<file path="config.mk">
export PLATFORM = sky130hd
export DESIGN_NAME = sprite_index_fetch
export DESIGN_NICKNAME = d
export VERILOG_FILES = /design/src/rtl/kof_sprite_pkg.sv /design/src/rtl/sprite_anim_ctrl.sv /design/src/rtl/sprite_index_fetch.sv
export SDC_FILE = /design/constraint.sdc
export NUM_CORES = 1
export LEC_CHECK = 0
export BUFFER_PORTS_ARGS = -buffer_cell sky130_fd_sc_hd__buf_2
export CORE_MARGIN = 2
export CORE_UTILIZATION = 48
export CTS_BUF_LIST = sky130_fd_sc_hd__clkbuf_16
export DETAILED_ROUTE_END_ITERATION = 8
export PLACE_DENSITY = 0.77
export SLEW_MARGIN = 20
export SYNTH_ARGS = -nofsm -noshare
export SYNTH_HDL_FRONTEND = slang
export SYNTH_SLANG_ARGS = --single-unit
</file>
<file path="constraint.sdc">
create_clock -name Clk -period 1.8 [get_ports Clk]
set_input_delay 0.36 -clock Clk [delete_from_list [all_inputs] [get_ports Clk]]
set_output_delay 0.36 -clock Clk [all_outputs]
set_load 0.02 [all_outputs]
</file>
<file path="src/rtl/kof_sprite_pkg.sv">
// Shared constants and types for the sprite index fetch block and its animation controller.
package kof_sprite_pkg;

    localparam logic [3:0] TRANSPARENT_IDX = 4'hF;

    localparam int DEF_SPR_W           = 64;
    localparam int DEF_SPR_H           = 96;
    localparam int DEF_NUM_FRAMES      = 4;
    localparam int DEF_TICKS_PER_FRAME = 6;
    localparam int DEF_ADDR_W          = 15;

    typedef enum logic {
        IDLE = 1'b0,
        PLAY = 1'b1
    } anim_state_t;

    // Counter width that stays at least one bit for degenerate counts of 1.
    function automatic int clog2_min1(input int n);
        return (n > 1) ? $clog2(n) : 1;
    endfunction

endpackage

</file>
<file path="src/rtl/sprite_anim_ctrl.sv">
// Hit-animation sequencer: steps through stored frames on frame_start pulses and
// publishes the frame to display, latched only at vertical blank.
module sprite_anim_ctrl
    import kof_sprite_pkg::*;
#(
    parameter int NUM_FRAMES      = DEF_NUM_FRAMES,
    parameter int TICKS_PER_FRAME = DEF_TICKS_PER_FRAME,
    parameter int FRAME_W         = clog2_min1(DEF_NUM_FRAMES)
) (
    input  logic               Clk,
    input  logic               Reset_n,
    input  logic               i_frame_start,
    input  logic               i_hit_trig,
    output logic [FRAME_W-1:0] o_disp_frame,
    output logic               o_anim_busy
);

    localparam int TICK_W = clog2_min1(TICKS_PER_FRAME);
    localparam logic [FRAME_W-1:0] LAST_FRAME = FRAME_W'(NUM_FRAMES - 1);
    localparam logic [TICK_W-1:0]  LAST_TICK  = TICK_W'(TICKS_PER_FRAME - 1);

    anim_state_t        r_state;
    logic [FRAME_W-1:0] r_frame_idx;
    logic [TICK_W-1:0]  r_tick;
    logic [FRAME_W-1:0] r_disp_frame;

    anim_state_t        w_state_nxt;
    logic [FRAME_W-1:0] w_frame_nxt;
    logic [TICK_W-1:0]  w_tick_nxt;
    logic [FRAME_W-1:0] w_disp_nxt;

    always_ff @(posedge Clk or negedge Reset_n) begin
        if (!Reset_n) begin
            r_state      <= IDLE;
            r_frame_idx  <= '0;
            r_tick       <= '0;
            r_disp_frame <= '0;
        end else begin
            r_state      <= w_state_nxt;
            r_frame_idx  <= w_frame_nxt;
            r_tick       <= w_tick_nxt;
            r_disp_frame <= w_disp_nxt;
        end
    end

    always_comb begin
        w_state_nxt = r_state;
        w_frame_nxt = r_frame_idx;
        w_tick_nxt  = r_tick;
        w_disp_nxt  = r_disp_frame;

        case (r_state)
            IDLE: begin
                w_frame_nxt = '0;
                w_tick_nxt  = '0;
                if (i_hit_trig) begin
                    w_state_nxt = PLAY;
                end
            end
            PLAY: begin
                // A retrigger restarts the sequence and suppresses any coincident advance.
                if (i_hit_trig) begin
                    w_frame_nxt = '0;
                    w_tick_nxt  = '0;
                end else if (i_frame_start) begin
                    if (r_tick == LAST_TICK) begin
                        w_tick_nxt = '0;
                        if (r_frame_idx == LAST_FRAME) begin
                            w_state_nxt = IDLE;
                            w_frame_nxt = '0;
                        end else begin
                            w_frame_nxt = r_frame_idx + 1'b1;
                        end
                    end else begin
                        w_tick_nxt = r_tick + 1'b1;
                    end
                end
            end
            default: begin
                w_state_nxt = IDLE;
                w_frame_nxt = '0;
                w_tick_nxt  = '0;
            end
        endcase

        // Latching only at vertical blank keeps one frame per scanned picture.
        if (i_frame_start) begin
            w_disp_nxt = w_frame_nxt;
        end
    end

    assign o_disp_frame = r_disp_frame;
    assign o_anim_busy  = (r_state == PLAY);

endmodule

</file>
<file path="src/rtl/sprite_index_fetch.sv">
// Maps the beam position onto the animated sprite's index ROM and returns the
// palette index three clocks later, with mirroring and transparency applied.
module sprite_index_fetch
    import kof_sprite_pkg::*;
#(
    parameter int SPR_W           = DEF_SPR_W,
    parameter int SPR_H           = DEF_SPR_H,
    parameter int NUM_FRAMES      = DEF_NUM_FRAMES,
    parameter int TICKS_PER_FRAME = DEF_TICKS_PER_FRAME,
    parameter int ADDR_W          = DEF_ADDR_W
) (
    input  logic              Clk,
    input  logic              Reset_n,
    input  logic [9:0]        DrawX,
    input  logic [9:0]        DrawY,
    input  logic              frame_start,
    input  logic [9:0]        sprite_x,
    input  logic [9:0]        sprite_y,
    input  logic              flip,
    input  logic              hit_trig,
    output logic [ADDR_W-1:0] rom_addr,
    input  logic [3:0]        rom_data,
    output logic [3:0]        pix_index,
    output logic              pix_valid,
    output logic              anim_busy
);

    localparam int FRAME_W   = clog2_min1(NUM_FRAMES);
    localparam int FRAME_PIX = SPR_W * SPR_H;

    logic [FRAME_W-1:0] w_disp_frame;
    logic [10:0]        w_dx;
    logic [10:0]        w_dy;
    logic               w_in_x;
    logic               w_in_y;
    logic               w_inbox;
    logic [ADDR_W-1:0]  w_col;
    logic [ADDR_W-1:0]  w_row_off;
    logic [ADDR_W-1:0]  w_base;
    logic [ADDR_W-1:0]  w_addr;
    logic               w_pix_vld;

    logic [ADDR_W-1:0]  r_rom_addr_p1;
    logic               r_vld_p1;
    logic               r_vld_p2;
    logic [3:0]         r_pix_index_p3;
    logic               r_pix_valid_p3;

    sprite_anim_ctrl #(
        .NUM_FRAMES      (NUM_FRAMES),
        .TICKS_PER_FRAME (TICKS_PER_FRAME),
        .FRAME_W         (FRAME_W)
    ) u_anim (
        .Clk           (Clk),
        .Reset_n       (Reset_n),
        .i_frame_start (frame_start),
        .i_hit_trig    (hit_trig),
        .o_disp_frame  (w_disp_frame),
        .o_anim_busy   (anim_busy)
    );

    // Offsets use 11 bits so a sprite hanging past column 1023 never wraps into view.
    always_comb begin
        w_dx      = {1'b0, DrawX} - {1'b0, sprite_x};
        w_dy      = {1'b0, DrawY} - {1'b0, sprite_y};
        w_in_x    = (DrawX >= sprite_x) && (w_dx < 11'(SPR_W));
        w_in_y    = (DrawY >= sprite_y) && (w_dy < 11'(SPR_H));
        w_inbox   = w_in_x && w_in_y;
        w_col     = flip ? (ADDR_W'(SPR_W - 1) - ADDR_W'(w_dx)) : ADDR_W'(w_dx);
        w_row_off = ADDR_W'(w_dy) * ADDR_W'(SPR_W);
        w_base    = ADDR_W'(w_disp_frame) * ADDR_W'(FRAME_PIX);
        w_addr    = w_inbox ? (w_base + w_row_off + w_col) : '0;
    end

    // Stage p1: ROM address and in-box flag
    always_ff @(posedge Clk or negedge Reset_n) begin
        if (!Reset_n) begin
            r_rom_addr_p1 <= '0;
            r_vld_p1      <= 1'b0;
        end else begin
            r_rom_addr_p1 <= w_addr;
            r_vld_p1      <= w_inbox;
        end
    end

    // Stage p2: in-box flag aligned with rom_data
    always_ff @(posedge Clk or negedge Reset_n) begin
        if (!Reset_n) begin
            r_vld_p2 <= 1'b0;
        end else begin
            r_vld_p2 <= r_vld_p1;
        end
    end

    assign w_pix_vld = r_vld_p2 && (rom_data != TRANSPARENT_IDX);

    // Stage p3: palette index out
    always_ff @(posedge Clk or negedge Reset_n) begin
        if (!Reset_n) begin
            r_pix_index_p3 <= TRANSPARENT_IDX;
            r_pix_valid_p3 <= 1'b0;
        end else begin
            r_pix_index_p3 <= w_pix_vld ? rom_data : TRANSPARENT_IDX;
            r_pix_valid_p3 <= w_pix_vld;
        end
    end

    assign rom_addr  = r_rom_addr_p1;
    assign pix_index = r_pix_index_p3;
    assign pix_valid = r_pix_valid_p3;

endmodule

</file>
Yosys cells after proc, flatten, opt, wreduce, memory -nomap -nowiden
Cells that the tools add are included.

Add/sub/neg operators: 7. Multiply operators: 1. $lt $le $gt $ge: 4. Eq/ne operators: 4. Multiplexer cells: 18. Bitwise operators: 1. Reductions and logical operators: 4.

Operator list (number): $add 15x15->15 (2); $mux 15 (2); $lt 11x7->1 const B (2); $sub 10x10->11 (2); $ge 10x10->1 (2); $sub 6x11->12 const A (1); $mux 3 (3); $mux 2 (4); $pmux 3 s2 (1); $mux 1 (5); $logic_and 1x1->1 (4); $mul 2x2->4 const B (1); $mux 4 (1); $ne 4x4->1 const B (1); $pmux 2 s2 (1); $add 3x1->3 const B (1); $eq 3x3->1 const B (1); $ne 3x3->1 const B (1); $add 2x1->2 const B (1); $eq 2x2->1 const B (1); $pmux 1 s2 (1); $not 1->1 (1).

Register bits: 30. Bits of input ports: 49. Output and inout port bits: 21. Word-level logic and storage cells: 48.

Depth between registers and ports, before layout
Gate-level depths: netlist (run 1).

Depth after elaboration: 6. Gate-level depth with buffers: 22. Depth with buffers taken out: 22.

By module
A second synthesis (run 1) with hierarchy kept.

Cell total of the unflattened synthesis: 300. Area, all modules: 2710.1 sq um.

By module, submodules not included: sprite_index_fetch (instances 1, cells an instance 267, area each 2349.8 sq um, sequential area each 555.5 sq um); sprite_anim_ctrl (instances 1, cells an instance 33, area each 360.3 sq um, sequential area each 200.2 sq um).

Worst setup path before layout (run 1)
Ideal clock, no wire load.

Path kind: input to register. From: in DrawX[0]. To: reg r_rom_addr_p1[14], in the netlist rom_addr[14]. Library setup time: 0.125 ns. Data arrival time: 3.577 ns. Required time: 1.675 ns. Path slack: -1.902 ns. Cell stages on the path: 20. Path buffers: 0. Cell sequence: inv_1 > ha_1 > inv_1 > fa_1 > nand3_1 > nand2_1 > nor4b_1 > a311oi_1 > ha_1 > nor2b_1 > xnor2_1 > ha_1 > ha_1 > a21o_1 > a21oi_1 > nor2b_1 > o21a_1 > o41ai_1 > xnor2_1 > nor2_1.

Word-level cells in the longest chain between the ends: 5. Elaborated cells between the ends (all ways): 9. Classes of those cells: 3 x add/sub; 2 x order compare; 2 x mux; 2 x reduce/logical.

RTL lines: start, declared (line sprite_index_fetch.sv:14) `input logic [9:0] DrawX,`; $sub 10x10->11 (line sprite_index_fetch.sv:64) `w_dx = {1'b0, DrawX} - {1'b0, sprite_x};`; $sub 6x11->12 / $lt 11x7->1 (equally long branches) (line sprite_index_fetch.sv:69, sprite_index_fetch.sv:66); $mux 15 / $logic_and 1x1->1 (equally long branches) (line sprite_index_fetch.sv:69, sprite_index_fetch.sv:66); $add 15x15->15 / $logic_and 1x1->1 (equally long branches) (line sprite_index_fetch.sv:72, sprite_index_fetch.sv:68); $mux 15 (*) (line sprite_index_fetch.sv:72) `w_addr = w_inbox ? (w_base + w_row_off + w_col) : '0;`; via w_addr[14] (line sprite_index_fetch.sv:40) `logic [ADDR_W-1:0] w_addr;`; end signal, assigned (line sprite_index_fetch.sv:81) `r_rom_addr_p1 <= w_addr;`; end, declared (line sprite_index_fetch.sv:43) `logic [ADDR_W-1:0] r_rom_addr_p1;`.

Mark *: on every way through the listed nets, which the timed path passes. The rest lies on a longest branch. A chain may end at the register's enable or synchronous reset.

Final worst setup path (run 1)
Ends and elaborated chain as after synthesis.

==> out/metrics.cfg, run 1 <==
[finish]
syn_to_final_growth_pct = 57.8
num_antenna_cells = 0
drive_gt1_share_pct = 47.8
design_area_sq_um = 4150
final_nets = 531
multi_input_area_sq_um = 2080
regArea_sq_um = 756
n_fill_cell = 338

[power_and_ir_drop]
net-switching-power_mw = 1.08
power_density_nw_per_um2 = 765
p_clk_share_pct = 24.4
ir_drop_uv = 684
p_comb_share_pct = 54.0
swShare_pct = 34.1
leakage_nw = 2.11
power_frac_seq_pct = 21.6
p_int_mw = 2.09

[route]
post_drt_wl_per_cell_um = 14.6
drc = 0
wl_um = 7450
routed-via-count = 2652
drtPass1Iterations = 4
drt_iter0_drc = 99
routed_via_density = 5.19
postRouteAntennaNets = 0

[clock_network]
cts_num_sinks = 30
clk_latency_ps = 270
clock_path_buffers = 2
numCtsBuffers = 5
htreeDepth = 2
path_clk_slew_ps = 50
clock-root-buffer = clkbuf_16
cts_tree = done

[setup_path]
path_buf_inv = 3
crit_fanout = 3
crit_slowest_cell = fa_2
worstPathCellList = buf_8 > inv_12 > ha_4 > inv_2 > fa_2 > nand3_4 > nand2_4 > nor4b_4 > a311oi_4 > ha_4 > nor2b_4 > xnor2_1 > ha_1 > ha_1 > a21o_1 > a21oi_2 > nor2b_1 > o21a_1 > o41ai_2 > xnor2_1 > nor2_1
start_kind = input pin
cp.arrival_ps = 3730
crit_family = adder cells
cp.required_ps = 1960
slowest_delay_ps = 380
path_class = input pin to flop
end_kind = flop

[placed_design]
gp_congestion = 0.875
placed_cell_area_sq_um = 3730
numPortBuffers = 69
dp_hpwl_um = 4910

[synth]
yosysSeqAreaShare_pct = 28.7
syn_area_sq_um = 2630
synth_cell_types = 44
yosys_register_bits = 30
syn_area_per_cell_sq_um = 8.83
synth-async-reset-ratio_pct = 100
synth_warnings = 0
synthCells = 298
synth-edff-count = 0
ys.flop_type = dfrtp_1
syn_nets = 389

[global_routing]
grt_pass1_wl_um = 10800
grt_antenna_before_repair = 0
grt_max_degree = 31
first_global_vias = 2469
grt_use_total_pct = 22.0
grt-ovfl-total = 0

[die]
row_count = 26
dieHeight_um = 78.0
die_area_sq_um = 6090
start_util_pct = 50.6
io_pins = 70
die_w_um = 78.0
core_sq_um = 5200

[outcome]
status = complete, but fails checks
failed_checks = negative setup slack

[timing]
slew_violations = 0
setup-violations-final = 16
period_share_pct = 199
finClkSkew_ps = 3.94
fmax_mhz = 280
worst_slew_pin_slew_ps = 632
rsz0062_at_grt = true
timing.hold.ws_ps = 102
hold_viol = 0
relSlewSlack_pct = 57.9
setup_slack_ps = -1770
period_needed_ps = 3570

[hold_path]
hp-class = input pin to async pin

[run]
maxCapViolCount = 0

==> kinds of logic after synthesis <==
kind of cell	share of synthesized area (%)
xor+xnor	10.3
simple gates	17.4
flops	28.7
buf+inv	6.18
compound gates	14.2
mux	2.33
fa+ha+maj	20.8
==> metrics by stage <==
stage	cells	worst slack, ps	total power, mW	util (%)	setup TNS [ps]
after CTS	506	-1710	2.97	76.3	-16910
after global placement	494	-1890	2.08	71.6	-21300
final	511	-1770	3.17	79.8	-18040
after floorplan	298	-1670	1.60	-	-15490
after global routing	511	-1930	3.37	79.8	-20000
after detailed placement	494	-2040	2.11	71.6	-22380
==> path summary, 6_finish.rpt <==
| kind | from | endpoint | slack [ps] | cells past startpoint |
|---|---|---|---|---|
| min | Reset_n | pix_valid | 100 | 1 |
| min reg2reg | r_vld_p1 | r_vld_p2 | 370 | 0 |
| max in group asynchronous | Reset_n | u_anim.r_tick[0] | 1280 | 1 |
| min in group Clk | hit_trig | u_anim.o_anim_busy | 290 | 2 |
| max | DrawX[0] | rom_addr[14] | -1770 | 21 |
| max reg2reg | u_anim.o_disp_frame[0] | rom_addr[14] | -150 | 10 |
==> cells in the mapped netlist (2+ instances only) <==
cell type  count  area share (%)
dfrtp_1       26              25
inv_1         36             5.1
nand2_1       11             1.6
a21oi_1       16             3.0
nand2b_1      13             3.1
mux2i_1        5             1.9
nor2_1        34             4.9
o211ai_1       3            0.86
xnor2_1       21             7.0
nand4b_1       2            0.67
o31a_1         2            0.67
xor2_1        10             3.3
o21a_1         4             1.1
nor4b_1        2            0.67
nand4_1        2            0.48
nand3_1        2            0.38
fa_1           3             2.3
o21ai_1        3            0.57
o21bai_1       4             1.1
a21o_1         6             1.7
o21ai_0       10             1.9
nor4_1         2            0.48
clkbuf_1       3            0.43
nor2b_1        9             2.1
nor3_1         9             1.7
dfstp_2        4             4.0
ha_1          39              19
==> worst register-to-register path: cells and delay by family (launching register included) <==
kind                     cells  cell delay [ps]
AO/OA/AOI/OAI                1               60
XOR/XNOR                     1              150
adder cells (fa/ha/maj)      3              910
buffers and inverters        2              100
flip-flops                   1              340
AND/OR/NAND/NOR              3              280
==> power by group through the flow <==
| stage | Combinational, mW | Clock [mW] | Sequential, mW |
|---|---|---|---|
| 2_1_floorplan | 0.904 | 0 | 0.696 |
| 3_3_place_gp | 1.38 | 0 | 0.696 |
| 3_5_place_dp | 1.42 | 0 | 0.696 |
| 4_1_cts | 1.51 | 0.777 | 0.686 |
| 5_1_grt | 1.87 | 0.816 | 0.686 |
| 6_report | 1.71 | 0.775 | 0.686 |
==> per-layer routing <==
metal | wire length (um) | vias to the layer above | GRT usage, %
met1 | 3100 | 1248 | 25.5
met5 | 0 | - | 0
met4 | 200 | 0 | 8.07
met2 | 3830 | 92 | 40.5
met3 | 313 | 20 | 3.56
li1 | - | 1292 | -
==> flip-flops by register name, summed over array words and instances (netlist names) <==
| register | cells |
|---|---|
| u_anim.o_disp_frame | 2 |
| u_anim.r_frame_idx | 2 |
| rom_addr | 15 |
| pix_valid | 1 |
| r_vld_p2 | 1 |
| u_anim.r_tick | 3 |
| r_vld_p1 | 1 |
| pix_index | 4 |
| u_anim.o_anim_busy | 1 |
==> final cells by class <==
class / count / share of cell area, %
Inverter: 36 / 4.04
Clock buffer: 5 / 3.01
Timing Repair Buffer: 140 / 22.3
Sequential cell: 30 / 18.2
Clock inverter: 3 / 0.301
Multi-Input combinational cell: 227 / 50.0
Tap cell: 70 / 2.11
==> cell usage in the layout, fill, tap and decap left out, drive strengths merged, types with 2 or more instances in the layout <==
master,count
dfrtp,26
ha,39
a21o,6
nand3,2
nand4,2
clkinv,2
clkbuf,5
xor2,10
nand4b,2
mux2i,5
nor4b,2
o211ai,3
inv,37
o21bai,4
fa,3
nand2b,13
nor4,2
o21ai,13
o21a,4
o31a,2
dfstp,4
a21oi,16
nor2,34
xnor2,21
nor3,9
nand2,11
buf,140
nor2b,9
==> timing repair <==
action	CTS	global route
setup endpoints to repair	16	16
buffers inserted	3	5
resized for setup	19	39
gates cloned	1	0
hold buffers	0	0
pin swaps	33	43
Power figures use the tool's default switching activity.
==> inputs of run 2 (changes only) <==
--- a/config.mk
+++ b/config.mk
@@ -6,7 +6,6 @@
 export NUM_CORES = 1
 export LEC_CHECK = 0
 export BUFFER_PORTS_ARGS = -buffer_cell sky130_fd_sc_hd__buf_2
-export CORE_MARGIN = 2
 export CORE_UTILIZATION = 48
 export CTS_BUF_LIST = sky130_fd_sc_hd__clkbuf_16
 export DETAILED_ROUTE_END_ITERATION = 8
==> run 2 against run 1 <==
The flow still finishes with violations (negative setup slack); wire length fell by 10%; sequential share of layout area rose by 0.59 points; worst setup slack improved by 9.1 ps; critical path depth did not move; final area fell by 3.2%; worst hold slack improved by 1.5 ps; critical path type unchanged; largest power group unchanged.
==> out/metrics.cfg, run 2 (synthesis results as in run 1) <==
[power_and_ir_drop]
power_frac_seq_pct = 22.4  ; was 21.6%
leakage_nw = 2.09  ; was 2.11 nW
net-switching-power_mw = 1.01  ; was 1.08 mW
p_total_mw = 3.06  ; was 3.17 mW
p_clk_share_pct = 25.0  ; was 24.4%
ir_drop_uv = 538  ; was 684 uV
p_comb_share_pct = 52.5  ; was 54.0%
p_int_mw = 2.05  ; was 2.09 mW
power_density_nw_per_um2 = 760  ; was 765 nW/um^2
swShare_pct = 33.1  ; was 34.1%

[finish]
final_cells = 510  ; was 511
largest_register_ffs = 15  ; unchanged
num_antenna_cells = 0  ; unchanged
drive_gt1_share_pct = 44.1  ; was 47.8%
layout_commonest_cell = buf_2  ; was buf_4
design_area_sq_um = 4020  ; was 4150 sq um
layout_common_cells = buf_2 (68), buf_4 (64), inv_1 (30)  ; was buf_4 (68), buf_2 (65), ha_1 (28)
final_nets = 530  ; was 531
final_util_pct = 77.3  ; was 79.8%
syn_to_final_growth_pct = 52.8  ; was 57.8%

[timing]
period_needed_ps = 3560  ; was 3570 ps
tns_ps = -19330  ; was -18,040 ps
period_share_pct = 198  ; was 199%
rsz0062_at_grt = true  ; unchanged
finClkSkew_ps = 5.14  ; was 3.94 ps
worst_slew_pin_slew_ps = 617  ; was 632 ps
setup_slack_ps = -1760  ; was -1770 ps
hold_viol = 0  ; unchanged
timing.hold.ws_ps = 103  ; was 102 ps
fmax_mhz = 281  ; was 280 MHz
slew_violations = 0  ; unchanged
setup-violations-final = 16  ; unchanged
relSlewSlack_pct = 58.8  ; was 57.9%

[placed_design]
dp_cells = 493  ; was 494
placed_cell_area_sq_um = 3720  ; was 3730 sq um
numPortBuffers = 69  ; unchanged
gp_congestion = 0.872  ; was 0.875
place_ws_ps = -2090  ; was -2040 ps
dp_hpwl_um = 4930  ; was 4910 um

[clock_network]
hold_buffers = 0  ; unchanged
clk_latency_ps = 270  ; about the same
cts_num_sinks = 30  ; unchanged
numCtsBuffers = 5  ; unchanged
clock-root-buffer = clkbuf_16  ; unchanged
htreeDepth = 2  ; unchanged
cts_tree = done  ; unchanged
clock_path_buffers = 2  ; unchanged
path_clk_slew_ps = 50  ; about the same

[die]
start_util_pct = 50.6  ; unchanged
row_count = 26  ; unchanged
io_pins = 70  ; unchanged
die_w_um = 76.0  ; was 78.0 um
core_sq_um = 5200  ; unchanged
dieHeight_um = 76.0  ; was 78.0 um
die_area_sq_um = 5780  ; was 6090 sq um

[route]
routed_via_density = 5.06  ; was 5.19
wl_um = 6670  ; was 7450 um
drt_iter0_drc = 75  ; was 99
routed-via-count = 2582  ; was 2,652
postRouteAntennaNets = 0  ; unchanged
drtPass1Iterations = 4  ; unchanged
wl_met3_um = 198  ; was 313 um
drc = 0  ; unchanged
routed.top_layer = met4  ; unchanged
post_drt_wl_per_cell_um = 13.1  ; was 14.6 um
wl_met2_um = 3450  ; was 3830 um
wl_met1_um = 2910  ; was 3100 um

[setup_path]
cp.arrival_ps = 3730  ; about the same
cp.required_ps = 1960  ; about the same
regToRegSetupSlack_ps = -180  ; was -150 ps
r2r_start = u_anim.o_disp_frame[0]  ; unchanged
crit_fanout = 3  ; unchanged
start_kind = input pin  ; unchanged
crit_start = DrawX[0]  ; unchanged
path_class = input pin to flop  ; unchanged
end_kind = flop  ; unchanged

[global_routing]
grt_pass1_wl_um = 11400  ; was 10,800 um
grt_antenna_before_repair = 0  ; unchanged
first_global_vias = 2634  ; was 2,469
grt-ovfl-total = 0  ; unchanged
grt_use_total_pct = 24.2  ; was 22.0%
grt_max_degree = 31  ; unchanged

[hold_path]
hp-class = input pin to async pin  ; unchanged

[run]
maxCapViolCount = 0  ; unchanged

[outcome]
status = complete, but fails checks  ; unchanged
failed_checks = negative setup slack  ; unchanged

## run 2: cell types whose count changed in the layout (fill, tap and decap cells not counted), moves of 4 or more
cell / before / now
inv_2: 8 / 4
o21ai_1: 3 / 7
inv_1: 25 / 30
nor2_4: 7 / 2
o21ai_2: 4 / 0
buf_4: 68 / 64
## run 2: layout make-up
| type | count | area (sq um) |
|---|---|---|
| clock buffers | 5 | 125 |
| clock inverters | 3 | 12.5 |
| fillers | 351 | 1180 |
| inverters | 36 | 165 |
| multi-input cells | 227 | 1960 |
| flip-flops and latches | 30 | 756 |
| well taps | 70 | 87.6 |
| repair buffers | 139 | 917 |
## run 2: path summary, 6_finish.rpt
kind                            cells past startpoint                 end
worst max-delay path                               21        rom_addr[14]
worst min-delay path                                1         rom_addr[5]
worst max register to register                     10        rom_addr[14]
worst min register to register                      0            r_vld_p2
max in group asynchronous                           1        rom_addr[13]
min in group Clk                                    2  u_anim.o_anim_busy
## run 2: routing by layer
layer / up-vias / global-route usage [%]
li1: 1295 / -
met1: 1208 / 28.4
met2: 69 / 46.3
met3: 10 / 1.68
met4: 0 / 8.46
met5: - / 0
## run 2: critical path, stage by stage
cell and delay, ps:
buf_12 110, inv_12 40, ha_4 130, inv_2 40
fa_2 340, nand3_2 100, nand2_4 70, nor4b_4 310
a311oi_2 100, ha_2 210, nor2b_2 120, xnor2_1 140
ha_1 280, ha_1 310, a21o_1 200, a21oi_2 150
nor2b_1 70, o21a_1 200, o41ai_2 230, xnor2_1 160
nor2_1 60
## run 2: timing repair
item,in CTS,in global routing
pin swaps,22,6
endpoints found under the setup margin,16,16
gates cloned,1,0
setup buffers,33,1
gates resized for setup,26,5
## run 2: power by group through the flow
| stage | sequential (mW) | clock [mW] | combinational, mW |
|---|---|---|---|
| final | 0.686 | 0.765 | 1.61 |
| after global routing | 0.685 | 0.809 | 1.76 |
| after CTS | 0.686 | 0.777 | 1.60 |
| after detailed placement | 0.696 | 0 | 1.42 |
| after global placement | 0.696 | 0 | 1.38 |
| after floorplan | 0.696 | 0 | 0.904 |
==> inputs of run 3 (changes only) <==
==> constraint.sdc (replaced) <==
create_clock -name Clk -period 1.8 [get_ports Clk]
set_input_delay 0.18 -clock Clk [delete_from_list [all_inputs] [get_ports Clk]]
set_output_delay 0.18 -clock Clk [all_outputs]
set_load 0.02 [all_outputs]
==> run 3 against run 2 <==
The run still ends with negative setup slack left; clock skew is 1.1 ps lower; clock power about the same; worst setup slack improved by 180 ps; global-route usage shrank 1.7 points; sequential share of layout area down 0.71 points; core utilization up 3.1 points; worst hold slack improved by 17 ps; sequential cell count did not move; clock-buffer cell count is the same; critical path depth decreased by 1; power is 5.3% higher.
==> out/metrics.cfg, run 3 (synthesis results as in run 1) <==
[outcome]
status = complete, but fails checks  ; unchanged
failed_checks = negative setup slack  ; unchanged

[placed_design]
numPortBuffers = 69  ; unchanged
place_ws_ps = -1860  ; was -2090 ps
gp_congestion = 0.872  ; unchanged
dp_hpwl_um = 4880  ; was 4930 um
dp_cells = 493  ; unchanged
placed_cell_area_sq_um = 3720  ; unchanged

[timing]
fmax_mhz = 296  ; was 281 MHz
setup_slack_ps = -1580  ; was -1760 ps
period_needed_ps = 3380  ; was 3560 ps
relSlewSlack_pct = 57.8  ; was 58.8%
setup-violations-final = 16  ; unchanged
slew_violations = 0  ; unchanged
rsz0062_at_grt = true  ; unchanged
worst_slew_pin_slew_ps = 633  ; was 617 ps
hold_viol = 0  ; unchanged
period_share_pct = 188  ; was 198%
finClkSkew_ps = 4.08  ; was 5.14 ps

[global_routing]
grt-ovfl-total = 0  ; unchanged
grt_max_degree = 31  ; unchanged
grt_use_total_pct = 22.5  ; was 24.2%
first_global_vias = 2471  ; was 2,634
grt_antenna_before_repair = 0  ; unchanged
grt_pass1_wl_um = 10600  ; was 11,400 um

[finish]
syn_to_final_growth_pct = 58.9  ; was 52.8%
design_area_sq_um = 4180  ; was 4020 sq um
layout_common_cells = buf_2 (68), buf_4 (64), inv_1 (29)  ; was buf_2 (68), buf_4 (64), inv_1 (30)
largest_register_ffs = 15  ; unchanged
final_cells = 512  ; was 510
final_util_pct = 80.3  ; was 77.3%
drive_gt1_share_pct = 47.3  ; was 44.1%
num_antenna_cells = 0  ; unchanged
multi_input_area_sq_um = 2100  ; was 1960 sq um
regArea_sq_um = 756  ; unchanged
layout_commonest_cell = buf_2  ; unchanged
final_nets = 532  ; was 530
n_fill_cell = 340  ; was 351

[clock_network]
cts_tree = done  ; unchanged
cts_num_sinks = 30  ; unchanged
clock_path_buffers = 2  ; unchanged
htreeDepth = 2  ; unchanged
clk_latency_ps = 270  ; about the same
path_clk_slew_ps = 50  ; about the same
numCtsBuffers = 5  ; unchanged
clock-root-buffer = clkbuf_16  ; unchanged

[setup_path]
path_class = input pin to flop  ; unchanged
crit_fanout = 3  ; unchanged
regToRegSetupSlack_ps = -160  ; was -180 ps
end_kind = flop  ; unchanged
start_kind = input pin  ; unchanged
cp.arrival_ps = 3550  ; was 3730 ps
cp.required_ps = 1960  ; about the same

[die]
die_w_um = 76.0  ; unchanged
die_area_sq_um = 5780  ; unchanged
core_sq_um = 5200  ; unchanged
dieHeight_um = 76.0  ; unchanged
start_util_pct = 50.6  ; unchanged
io_pins = 70  ; unchanged
row_count = 26  ; unchanged

[power_and_ir_drop]
ir_drop_uv = 628  ; was 538 uV
power_density_nw_per_um2 = 770  ; was 760 nW/um^2
leakage_nw = 2.12  ; was 2.09 nW
p_total_mw = 3.22  ; was 3.06 mW

[route]
post_drt_wl_per_cell_um = 14.1  ; was 13.1 um
postRouteAntennaNets = 0  ; unchanged
routed_via_density = 5.15  ; was 5.06
drc = 0  ; unchanged
routed-via-count = 2637  ; was 2,582
drt_iter0_drc = 120  ; was 75
wl_um = 7200  ; was 6670 um
drtPass1Iterations = 4  ; unchanged

[run]
maxCapViolCount = 0  ; unchanged

[hold_path]
hp-class = input pin to flop  ; was input pin to async pin

[run 3: cell types whose count changed in the layout (fill, tap and decap cells not counted), sizes merged]
cell and delta:
buf +1, dlygate4sd3 +1
[run 3: final timing paths]
check / startpoint / endpoint / cells after the start
max: DrawX[0] / rom_addr[14] / 20
min: hit_trig / u_anim.o_anim_busy / 2
max reg2reg: u_anim.o_disp_frame[0] / rom_addr[14] / 10
min reg2reg: r_vld_p1 / r_vld_p2 / 0
max in group asynchronous: Reset_n / u_anim.o_anim_busy / 2
min in group asynchronous: Reset_n / rom_addr[1] / 2
[run 3: repair_timing]
item	in CTS	in global routing
setup endpoints to repair	16	16
endpoints found under the hold margin	26	0
buffers inserted	13	9
resized for setup	21	36
cloned	1	0
hold buffers	1	0
pin swaps	26	23
[run 3: layout make-up]
cell class | count | share of cell area [%]
Multi-Input combinational cell | 227 | 50.3
Timing Repair Buffer | 141 | 22.3
Sequential cell | 30 | 18.1
Inverter | 36 | 3.95
Clock buffer | 5 | 2.99
Tap cell | 70 | 2.10
Clock inverter | 3 | 0.299
[run 3: metrics by stage]
step	TNS, ps	hold WS (ps)
4_1_cts	-15520	113
3_3_place_gp	-18450	226
2_1_floorplan	-12610	-116
6_report	-15730	120
3_5_place_dp	-19780	227
5_1_grt	-17320	119
[run 3: report_power, final]
| group | switching, mW | leakage, nW | total [mW] | internal [mW] |
|---|---|---|---|---|
| clock | 0.271 | 0.0724 | 0.768 | 0.497 |
| sequential | 0.00502 | 0.399 | 0.686 | 0.681 |
| combinational | 0.823 | 1.65 | 1.76 | 0.942 |
| total | 1.10 | 2.12 | 3.22 | 2.12 |
[run 3: critical path, cell delays in order]
cell and delay (ps):
buf_8 90, inv_12 30, ha_4 150, buf_4 130
nand2b_1 170, a21oi_2 240, nor4_4 70, o21ai_2 170
nor2b_4 210, ha_4 150, nand2_1 60, o21ai_0 260
xor2_1 210, ha_1 270, ha_1 360, nor2b_1 160
o21a_1 200, o41ai_2 240, xnor2_1 150, nor2_1 50
[run 3: per-layer routing]
metal | up-vias | share of wire, % | track usage, %
met5 | - | 0 | 0
met4 | 0 | 1.7 | 6.35
met3 | 13 | 3.6 | 1.92
met2 | 81 | 53 | 42.5
met1 | 1249 | 42 | 27.1
li1 | 1294 | - | -
